[src/rtl/cardinal_nic_host.sv]
// Processor-side master for one cardinal_nic: it writes local tx packets into the NIC
// output buffer and reads NIC input packets out to a local sink.
// One packet is held per direction. TX waits for the out-status poll to show empty.
// RX polling stops while a received packet waits on rx_ready.
module cardinal_nic_host #(
  parameter int STATUS_BIT = 63,
  parameter int CNT_W      = 16
) (
  input  logic             clk,
  input  logic             reset,
  input  logic             tx_valid,
  input  logic [63:0]      tx_data,
  output logic             tx_ready,
  output logic             rx_valid,
  output logic [63:0]      rx_data,
  input  logic             rx_ready,
  output logic [1:0]       addr_nic,
  output logic [63:0]      d_in,
  output logic             nicEn,
  output logic             nicWrEn,
  input  logic [63:0]      d_out,
  output logic [CNT_W-1:0] tx_count,
  output logic [CNT_W-1:0] rx_count
);

  typedef enum logic [2:0] {
    IDLE, TX_STAT, TX_CHK, TX_WRITE, RX_STAT, RX_CHK, RX_READ, RX_CAPT
  } state_t;

  localparam logic [1:0] ADDR_IN_BUF   = 2'b00;
  localparam logic [1:0] ADDR_IN_STAT  = 2'b01;
  localparam logic [1:0] ADDR_OUT_BUF  = 2'b10;
  localparam logic [1:0] ADDR_OUT_STAT = 2'b11;

  state_t      state, state_nxt;
  logic        tx_full;
  logic [63:0] tx_hold;
  logic        last_rx;   // 1 when RX was the most recently granted side
  logic        tx_req, rx_req;
  logic        grant_tx, grant_rx;
  logic        load_din;

  assign tx_ready = ~tx_full;

  // Next-state, arbitration and NIC bus decode
  always_comb begin
    state_nxt = state;
    nicEn     = 1'b0;
    nicWrEn   = 1'b0;
    addr_nic  = ADDR_IN_BUF;
    grant_tx  = 1'b0;
    grant_rx  = 1'b0;
    load_din  = 1'b0;
    tx_req    = tx_full;
    rx_req    = ~rx_valid;
    case (state)
      IDLE: begin
        // With both sides pending, serve the side that did not go last
        if (tx_req && (!rx_req || last_rx)) begin
          grant_tx  = 1'b1;
          state_nxt = TX_STAT;
        end else if (rx_req) begin
          grant_rx  = 1'b1;
          state_nxt = RX_STAT;
        end
      end
      TX_STAT: begin
        nicEn     = 1'b1;
        addr_nic  = ADDR_OUT_STAT;
        state_nxt = TX_CHK;
      end
      TX_CHK: begin
        addr_nic = ADDR_OUT_STAT;
        // A full output buffer sends us back to arbitration rather than spinning here
        if (d_out[STATUS_BIT]) begin
          state_nxt = IDLE;
        end else begin
          load_din  = 1'b1;
          state_nxt = TX_WRITE;
        end
      end
      TX_WRITE: begin
        nicEn     = 1'b1;
        nicWrEn   = 1'b1;
        addr_nic  = ADDR_OUT_BUF;
        state_nxt = IDLE;
      end
      RX_STAT: begin
        nicEn     = 1'b1;
        addr_nic  = ADDR_IN_STAT;
        state_nxt = RX_CHK;
      end
      RX_CHK: begin
        addr_nic  = ADDR_IN_STAT;
        state_nxt = d_out[STATUS_BIT] ? RX_READ : IDLE;
      end
      RX_READ: begin
        nicEn     = 1'b1;
        addr_nic  = ADDR_IN_BUF;
        state_nxt = RX_CAPT;
      end
      RX_CAPT: begin
        addr_nic  = ADDR_IN_BUF;
        state_nxt = IDLE;
      end
      default: state_nxt = IDLE;
    endcase
  end

  // State register and arbitration history
  always_ff @(posedge clk) begin
    if (reset) begin
      state   <= IDLE;
      last_rx <= 1'b1;
    end else begin
      state <= state_nxt;
      if (grant_tx) last_rx <= 1'b0;
      else if (grant_rx) last_rx <= 1'b1;
    end
  end

  // TX holding register; the slot frees in the write cycle itself
  always_ff @(posedge clk) begin
    if (reset) begin
      tx_full <= 1'b0;
      tx_hold <= '0;
    end else if (state == TX_WRITE) begin
      tx_full <= 1'b0;
    end else if (tx_valid && tx_ready) begin
      tx_hold <= tx_data;
      tx_full <= 1'b1;
    end
  end

  // Write data bus: loaded just before the write cycle, held otherwise
  always_ff @(posedge clk) begin
    if (reset) d_in <= '0;
    else if (load_din) d_in <= tx_hold;
  end

  // RX holding register: captured from the NIC, released on the sink handshake
  always_ff @(posedge clk) begin
    if (reset) begin
      rx_valid <= 1'b0;
      rx_data  <= '0;
    end else if (state == RX_CAPT) begin
      rx_valid <= 1'b1;
      rx_data  <= d_out;
    end else if (rx_valid && rx_ready) begin
      rx_valid <= 1'b0;
    end
  end

  // Packet counters, wrapping freely
  always_ff @(posedge clk) begin
    if (reset) begin
      tx_count <= '0;
      rx_count <= '0;
    end else begin
      if (state == TX_WRITE) tx_count <= tx_count + 1'b1;
      if (state == RX_CAPT)  rx_count <= rx_count + 1'b1;
    end
  end

endmodule

[config.mk]
export PLATFORM = sky130hd
export DESIGN_NAME = cardinal_nic_host
export DESIGN_NICKNAME = d
export VERILOG_FILES = /design/src/rtl/cardinal_nic_host.sv
export SDC_FILE = /design/constraint.sdc
export NUM_CORES = 1
export LEC_CHECK = 0
export BUFFER_PORTS_ARGS = -buffer_cell sky130_fd_sc_hd__buf_2
export CORE_MARGIN = 2
export CORE_UTILIZATION = 49
export DETAILED_ROUTE_END_ITERATION = 16
export GPL_TIMING_DRIVEN = 1
export PLACE_DENSITY = 0.79
export SLEW_MARGIN = 40
export SYNTH_ARGS = -nofsm -noshare
export SYNTH_HDL_FRONTEND = slang
export SYNTH_SLANG_ARGS = --single-unit
export TNS_END_PERCENT = 20
[constraint.sdc]
create_clock -name clk -period 2.1 [get_ports clk]
set_input_delay 0.105 -clock clk [delete_from_list [all_inputs] [get_ports clk]]
set_output_delay 0.105 -clock clk [all_outputs]
set_load 0.005 [all_outputs]
-- Word-level counts from Yosys, hierarchy flattened
Cells that the tools add are included.
- bits in registers: 230
- bits in latches: 0
- bits in writable memories: 0
- ROM bits: 0
- output and inout port bits: 166
- logic and storage cells: 53
- memories kept: 0
- add/sub/neg operators: 2
- $mul: 0
- divide/modulo/power cells: 0
- magnitude comparators: 0
- eq/ne operators: 8
- shift-type cells: 0
- mux-type cells: 19
- bitwise operators: 2
- reductions and logical operators: 13
- operators with widths (cell ; number):
    $add 16x1->16 const B ; 2
    $pmux 3 s7 ; 1
    $mux 1 ; 13
    $eq 3x3->1 const B ; 4
    $mux 3 ; 3
    $reduce_or 2->1 ; 4
    $eq 3x2->1 const B ; 2
    $pmux 2 s3 ; 1
    $reduce_bool 2->1 ; 2
    $reduce_or 4->1 ; 1
    $eq 3x1->1 const B ; 1
    $logic_and 1x1->1 ; 3
    $logic_not 3->1 ; 1
    $ne 3x3->1 const B ; 1
    $mux 2 ; 1
    $not 1->1 ; 2
    $reduce_and 2->1 ; 1
    $logic_or 1x1->1 ; 1

-- Logic depth before layout (Yosys ltp)
Gate-level depths: netlist of the first run.
- word-level depth: 6
- depth in mapped cells: 7
- mapped depth without buffers: 5

-- Least setup slack after synthesis of the first run
Ideal clock, no wire load.
- path type: flip-flop to flip-flop
- from: register rx_count[0]
- to: register rx_count[12]
- setup time: 0.070 ns
- data arrival time: 1.719 ns
- path slack: 0.310 ns
- stages on the path, launching flop included: 6
- path buffers: 0
- path through: dfxtp_1 ha_1 nand3_1 or4_4 or3_1 a21oi_1
- word-level cells in the longest chain between the ends: 1
- ends and longest elaborated chain (what ; RTL line ; source):
    start: declaration ; 23 ; output logic [CNT_W-1:0] rx_count
    start signal: assignment ; 161 ; if (state == RX_CAPT) rx_count <= rx_count + 1'b1;
    $add 16x1->16 ; 161 ;
Every way passes these cells.
A chain may end at the register's enable or synchronous reset.

-- Worst setup path in the final report of the first run
Same ends and word-level chain as after synthesis.

==> results by group, run 1 <==
Timing
  – Endpoints failing setup: 0
  – Final count of hold timing violations: 0
  – Relative slew slack: 45.55%
  – Slew Viols, Final: 0
  – Clk_skew: 0.02321 ns
  – TNS Setup: 0 ns
  – FMAX: 522.0 MHz
  – Least-Margin Pin Slew: 0.8167 ns
  – Post-route minimum period: 1.916 ns
  – Tcrit/Tclk final: 91.22%
  – RSZ-0062 raised after global routing: false

Logic synthesis
  – Ys Warns: 0
  – Largest family of logic cells by synthesized area: simple AND/OR/NAND/NOR gates
  – Synthesized area: 0.008240 sq mm
  – Synth Register Bits: 230
  – Mapped Avg Cell Area: 7.954 sq um
  – Post-synthesis mux area share: 0%
  – Async set or reset register ratio after synthesis: 0%
  – Mapped Cells: 1036
  – Synth Area in Compound Gates: 14.03%
  – Synth Flop Type: dfxtp_1
  – Simple-gate area share of the yosys netlist: 23.61%
  – Adder-cell share of the synthesized area: 0.3037%
  – Synth Net Count: 1170
  – Synth unique cells: 36
  – Post-synth EDFFs: 0
  – Xor and xnor area share after synthesis: 2.232%
  – Seq/Total Area, Yosys: 55.88%

Setup path
  – Slowest stage cell, crit path: or4_4
  – RR Startpoint: rx_count[0]
  – Worst-path cell chain: ha_1 > nand3_1 > or4_4 > or3_1 > a21oi_1
  – CP required: 2.52 ns
  – Worst Path Max Fanout: 5
  – Worst setup startpoint: rx_count[0]
  – Crit. End Element: flop
  – Crit path DAT: 2.34 ns
  – WS Path Type: reg2reg
  – CP Launch Type: flop
  – CP top delay family: simple AND/OR/NAND/NOR gates
  – CP Buf/Inv Count: 0
  – Biggest cell delay along the critical path: 0.58 ns

Global route
  – Pin count of the biggest net entering global routing: 98
  – M2 GR Usage: 47.16%
  – GRT overflow: 0
  – Initial antenna violation count: 3
  – GRT busiest layer: met2
  – GRT met1 Usage: 32.89%
  – GRT Util Overall: 27.24%
  – Global-route wire length before repair: 40290 microns
  – M3 GR Usage: 6.583%
  – Vias in the first global route: 8287

Cells and area
  – # nets final: 1568
  – Most frequent cells in the layout: 400 x nand2_1, 296 x buf_2, 230 x dfxtp_1
  – Fraction of layout cells with a size suffix above 1: 24.98%
  – Filler cell count: 1157
  – Commonest non-fill, non-tap cell in the layout: nand2_1
  – Layout area overhead: 45.98%
  – Finished Cell Area: 0.01203 sq mm
  – Finished Core Util: 72.79%

Die
  – Die width: 133.7 microns
  – Total die area: 0.01787 sq mm
  – Die height: 133.7 microns
  – Num rows: 47
  – Core Footprint: 0.01652 sq mm
  – Ports: 298
  – Starting density of the core: 49.87%

Detailed routing
  – Via density: 5.197
  – Drt drc: 0
  – Starting DRT DRC Count: 556
  – 1st-pass router iterations: 5
  – Wire length per cell: 15.43 microns
  – Antenna Nets Post-Route: 0
  – Drt total wl: 25800 microns
  – Vias: 8690

Power
  – PD cells: 798.9 mW/mm^2
  – Peak supply drop: 742.6 uV
  – Leakage: 5.108 nW

Min path
  – Worst Hold Launch: reset
  – Min-delay worst type: in2reg

Placed design
  – Placed Area: 0.009923 sq mm
  – Final GP Congestion: 0.7808
  – Quantity of I/O buffers inserted on ports: 297
  – Hpwl dp: 13950 microns

CTS
  – Clock buffer depth: 3
  – Htree depth: 1
  – Clock sink total: 230
  – Cts bufs inserted: 24
  – CTS tree: yes
  – Clock slew seen by the registers of the worst setup and hold paths: 0.06 ns
  – Postcts setup bufs: 0
  – Root Driver: clkbuf_16
  – Worst skew pair latency: 0.51 ns

Outcome
  – Status: completed

Job
  – # Max-Cap Violations: 0
## area by class of cell
type	instances	area, sq um	area share [%]
Timing Repair Buffer	444	2997	24.91
Tap cell	220	275.3	2.288
Inverter	7	26.28	0.2184
Sequential cell	230	4604	38.28
Clock buffer	35	691.9	5.752
Antenna cell	3	7.507	0.06241
Clock inverter	6	105.1	0.8737
Multi-Input combinational cell	727	3322	27.62
## worst reg2reg max path, cell delays in order, from the launching register on
cell     delay (ns)
dfxtp_1        0.40
ha_1           0.20
nand3_1        0.16
or4_4          0.58
or3_1          0.36
a21oi_1        0.14
## sequential cells by signal, indices dropped and copies added, names as in the netlist
| name | count |
|---|---|
| state | 3 |
| tx_count | 16 |
| tx_hold | 64 |
| rx_data | 64 |
| last_rx | 1 |
| rx_count | 16 |
| d_in | 64 |
| rx_valid | 1 |
| tx_full | 1 |
## final timing paths
check | endpoint | slack (ns) | cells after the start
worst max-delay path | rx_count[12] | 0.18 | 5
worst max register to register | rx_count[12] | 0.18 | 5
worst min register to register | d_in[50] | 0.43 | 2
worst min-delay path | d_in[29] | 0.1 | 2
## through the flow
stage          power, W  hold WS (ns)  instances  setup slack (ns)
2_1_floorplan  0.004954        0.2410       1036            0.3105
3_3_place_gp   0.005221        0.3443       1498            0.2553
3_5_place_dp   0.005234        0.3496       1498            0.1818
4_1_cts        0.009627        0.1004       1669            0.1713
5_1_grt        0.009917        0.1283       1672           0.06685
6_report       0.009610       0.09610       1672            0.1844
## layer usage
layer	share of wire [%]	wire, microns
met5	0	0
met4	3.5	905
met3	8.5	2203
met2	49	12720
met1	39	9974
## cells in the mapped netlist, drive strengths merged, types with 5 or more instances
cell	number	area [sq um]
nand2	401	1505
dfxtp	230	4604
a21oi	210	1051
clkbuf	49	183.9
nor2	27	101.4
buf	23	115.1
xor2	14	122.6
nand3	10	62.56
o21ai	9	45.04
nand4	8	62.56
or3	8	50.05
inv	7	26.27
xnor2	7	61.31
or4	6	52.55
and3	5	31.28
## cells by family (layout without fill, tap and decap cells)
family / after synthesis / in the layout
buffers and inverters: 79 / 492
xor gates and xnor gates: 21 / 21
other: 0 / 3
and+or+nand+nor: 477 / 477
AOI/OAI and AO/OA: 227 / 227
DFF: 230 / 230
adders and majority gates: 2 / 2
## repair_timing
action                    in CTS  in global routing
hold buffers                 130                  0
hold endpoints to repair     131                  0
resized for setup              0                  0
## where the power goes
| part | total, W | switching, W | leakage [nW] | internal [W] |
|---|---|---|---|---|
| clock | 0.00425 | 0.00171 | 0.385 | 0.00254 |
| sequential | 0.00454 | 0.0000662 | 1.86 | 0.00447 |
| combinational | 0.000825 | 0.000418 | 2.86 | 0.000407 |
Note: power is estimated with default switching activity, not from simulation.
==> run 2: changes to the inputs <==
--- a/config.mk
+++ b/config.mk
@@ -7,10 +7,10 @@
 export LEC_CHECK = 0
 export BUFFER_PORTS_ARGS = -buffer_cell sky130_fd_sc_hd__buf_2
 export CORE_MARGIN = 2
-export CORE_UTILIZATION = 49
+export CORE_UTILIZATION = 50
 export DETAILED_ROUTE_END_ITERATION = 16
 export GPL_TIMING_DRIVEN = 1
-export PLACE_DENSITY = 0.79
+export PLACE_DENSITY = 0.8
 export SLEW_MARGIN = 40
 export SYNTH_ARGS = -nofsm -noshare
 export SYNTH_HDL_FRONTEND = slang
==> constraint.sdc (replaced) <==
create_clock -name clk -period 2.4 [get_ports clk]
set_input_delay 0.12 -clock clk [delete_from_list [all_inputs] [get_ports clk]]
set_output_delay 0.12 -clock clk [all_outputs]
set_load 0.005 [all_outputs]
==> run 2 against run 1 <==
  * Routed wire length is 0.53% lower
  * Final cell count is 0.42% lower
  * Worst hold slack worse by 0.031 ns
  * Worst setup slack better by 0.090 ns
  * Sequential share of layout area is 0.12 points higher
  * Critical path depth is 1 lower
  * Global-route usage is 0.79 points higher
  * Register-to-register slack better by 0.09 ns
  * Fmax is 9.9% lower
  * Largest cell class unchanged
==> results by group, run 2 (synthesis results as in run 1) <==
Timing
  – Final count of hold timing violations: 0
  – Slew Viols, Final: 0
  – Post-route minimum period: 2.125 ns
  – FMAX: 470.5 MHz
  – Clk_skew: 0.007639 ns
  – TNS Setup: 0 ns
  – Relative slew slack: 62.14%
  – Tcrit/Tclk final: 88.55%
  – RSZ-0062 raised after global routing: false
  – Least-Margin Pin Slew: 0.5679 ns
  – Final hold slack: 0.06466 ns
  – Endpoints failing setup: 0

Detailed routing
  – Starting DRT DRC Count: 564
  – Drt total wl: 25660 microns
  – Drt drc: 0
  – Vias: 8612
  – Wire length per cell: 15.41 microns
  – 1st-pass router iterations: 5
  – Via density: 5.172
  – Antenna Nets Post-Route: 0

Global route
  – GRT overflow: 0
  – Initial antenna violation count: 1
  – Vias in the first global route: 8397
  – Pin count of the biggest net entering global routing: 73
  – GRT Util Overall: 28.03%
  – Global-route wire length before repair: 41120 microns

Die
  – Die width: 132.4 microns
  – Num rows: 46
  – Ports: 298
  – Starting density of the core: 51.50%
  – Die height: 132.4 microns
  – Total die area: 0.01752 sq mm
  – Core Footprint: 0.01600 sq mm

CTS
  – Clock buffer depth: 3
  – Hold buffers post-CTS: 130
  – Clock sink total: 230
  – Cts bufs inserted: 24
  – Postcts setup bufs: 0
  – CTS tree: yes
  – Clock slew seen by the registers of the worst setup and hold paths: 0.06 ns
  – Htree depth: 1
  – Root Driver: clkbuf_16
  – Worst skew pair latency: 0.50 ns
  – PostCTS Resize Cnt: 0

Cells and area
  – # nets final: 1564
  – Filler cell count: 1089
  – Biggest regs: d_in x64, rx_data x64, tx_hold x64
  – Most frequent cells in the layout: 400 x nand2_1, 296 x buf_2, 230 x dfxtp_1
  – Fraction of layout cells with a size suffix above 1: 25.03%
  – Commonest non-fill, non-tap cell in the layout: nand2_1
  – Layout area overhead: 45.54%
  – Finished Core Util: 74.95%

Setup path
  – CP Launch Type: flop
  – Slowest stage cell, crit path: or4_4
  – Worst setup startpoint: state[0]
  – WS Path Type: reg2reg
  – Crit. End Element: flop
  – Biggest cell delay along the critical path: 0.65 ns
  – Worst-path cell chain: nand3_4 > or4_4 > or3_1 > a21oi_1
  – Crit path DAT: 2.55 ns
  – CP required: 2.83 ns
  – RR Startpoint: state[0]
  – Worst Path Max Fanout: 24

Placed design
  – Quantity of I/O buffers inserted on ports: 297
  – Final GP Congestion: 0.8237
  – Hpwl dp: 14190 microns

Outcome
  – Status: completed

Power
  – PD cells: 691.7 mW/mm^2
  – Total power: 0.008295 W
  – Peak supply drop: 509.4 uV
  – Leakage: 5.100 nW

Min path
  – Min-delay worst type: in2reg
  – Worst Hold Launch: reset

Job
  – # Max-Cap Violations: 0
[run 2: cell count changes in the layout (fill, tap and decap cells not counted), sizes merged]
cell / before / now
clkinvlp: 1 / 0
buf: 314 / 310
clkinv: 3 / 5
bufinv: 2 / 0
inv: 7 / 8
clkbuf: 35 / 36
[run 2: final timing paths]
check,cells after the start,end,slack (ns)
min,2,d_in[40],0.06
min reg2reg,2,d_in[36],0.45
max,4,rx_count[14],0.27
max reg2reg,4,rx_count[14],0.27
[run 2: power breakdown]
part	switching, W	internal, W	total, W
combinational	0.000345	0.000348	0.000693
clock	0.00147	0.00215	0.00362
sequential	0.0000694	0.00391	0.00398
[run 2: metal layers]
| metal | global-route usage, % | wire [microns] | up-vias |
|---|---|---|---|
| met1 | 33.13 | 9933 | 4004 |
| li1 | - | - | 4164 |
| met3 | 7.036 | 2164 | 62 |
| met4 | 9.916 | 901 | 0 |
| met2 | 49.34 | 12660 | 382 |
| met5 | 0 | 0 | - |
[run 2: metrics by stage]
step                      setup slack (ns)  std cells  area, sq um
final                               0.2748       1665        11990
after floorplan                     0.6105       1036         8240
after CTS                           0.2948       1662        11990
after global placement              0.3501       1490         9901
after global routing                0.1349       1663        11990
after detailed placement            0.3080       1490         9901
[run 2: layout make-up]
type	count	area, sq um	area share, %
clock buffers	36	747.0	6.228
multi-input cells	727	3322	27.70
well taps	216	270.3	2.254
diodes	3	7.507	0.06260
clock inverters	6	36.28	0.3026
flip-flops and latches	230	4604	38.39
repair buffers	440	2979	24.84
inverters	7	26.28	0.2191
[run 2: worst max-delay path: cells and delay by family, from the launching register on]
kind / cells / cell delay (ns)
flip-flops: 1 / 0.57
AO/OA/AOI/OAI: 1 / 0.14
AND/OR/NAND/NOR: 3 / 1.34
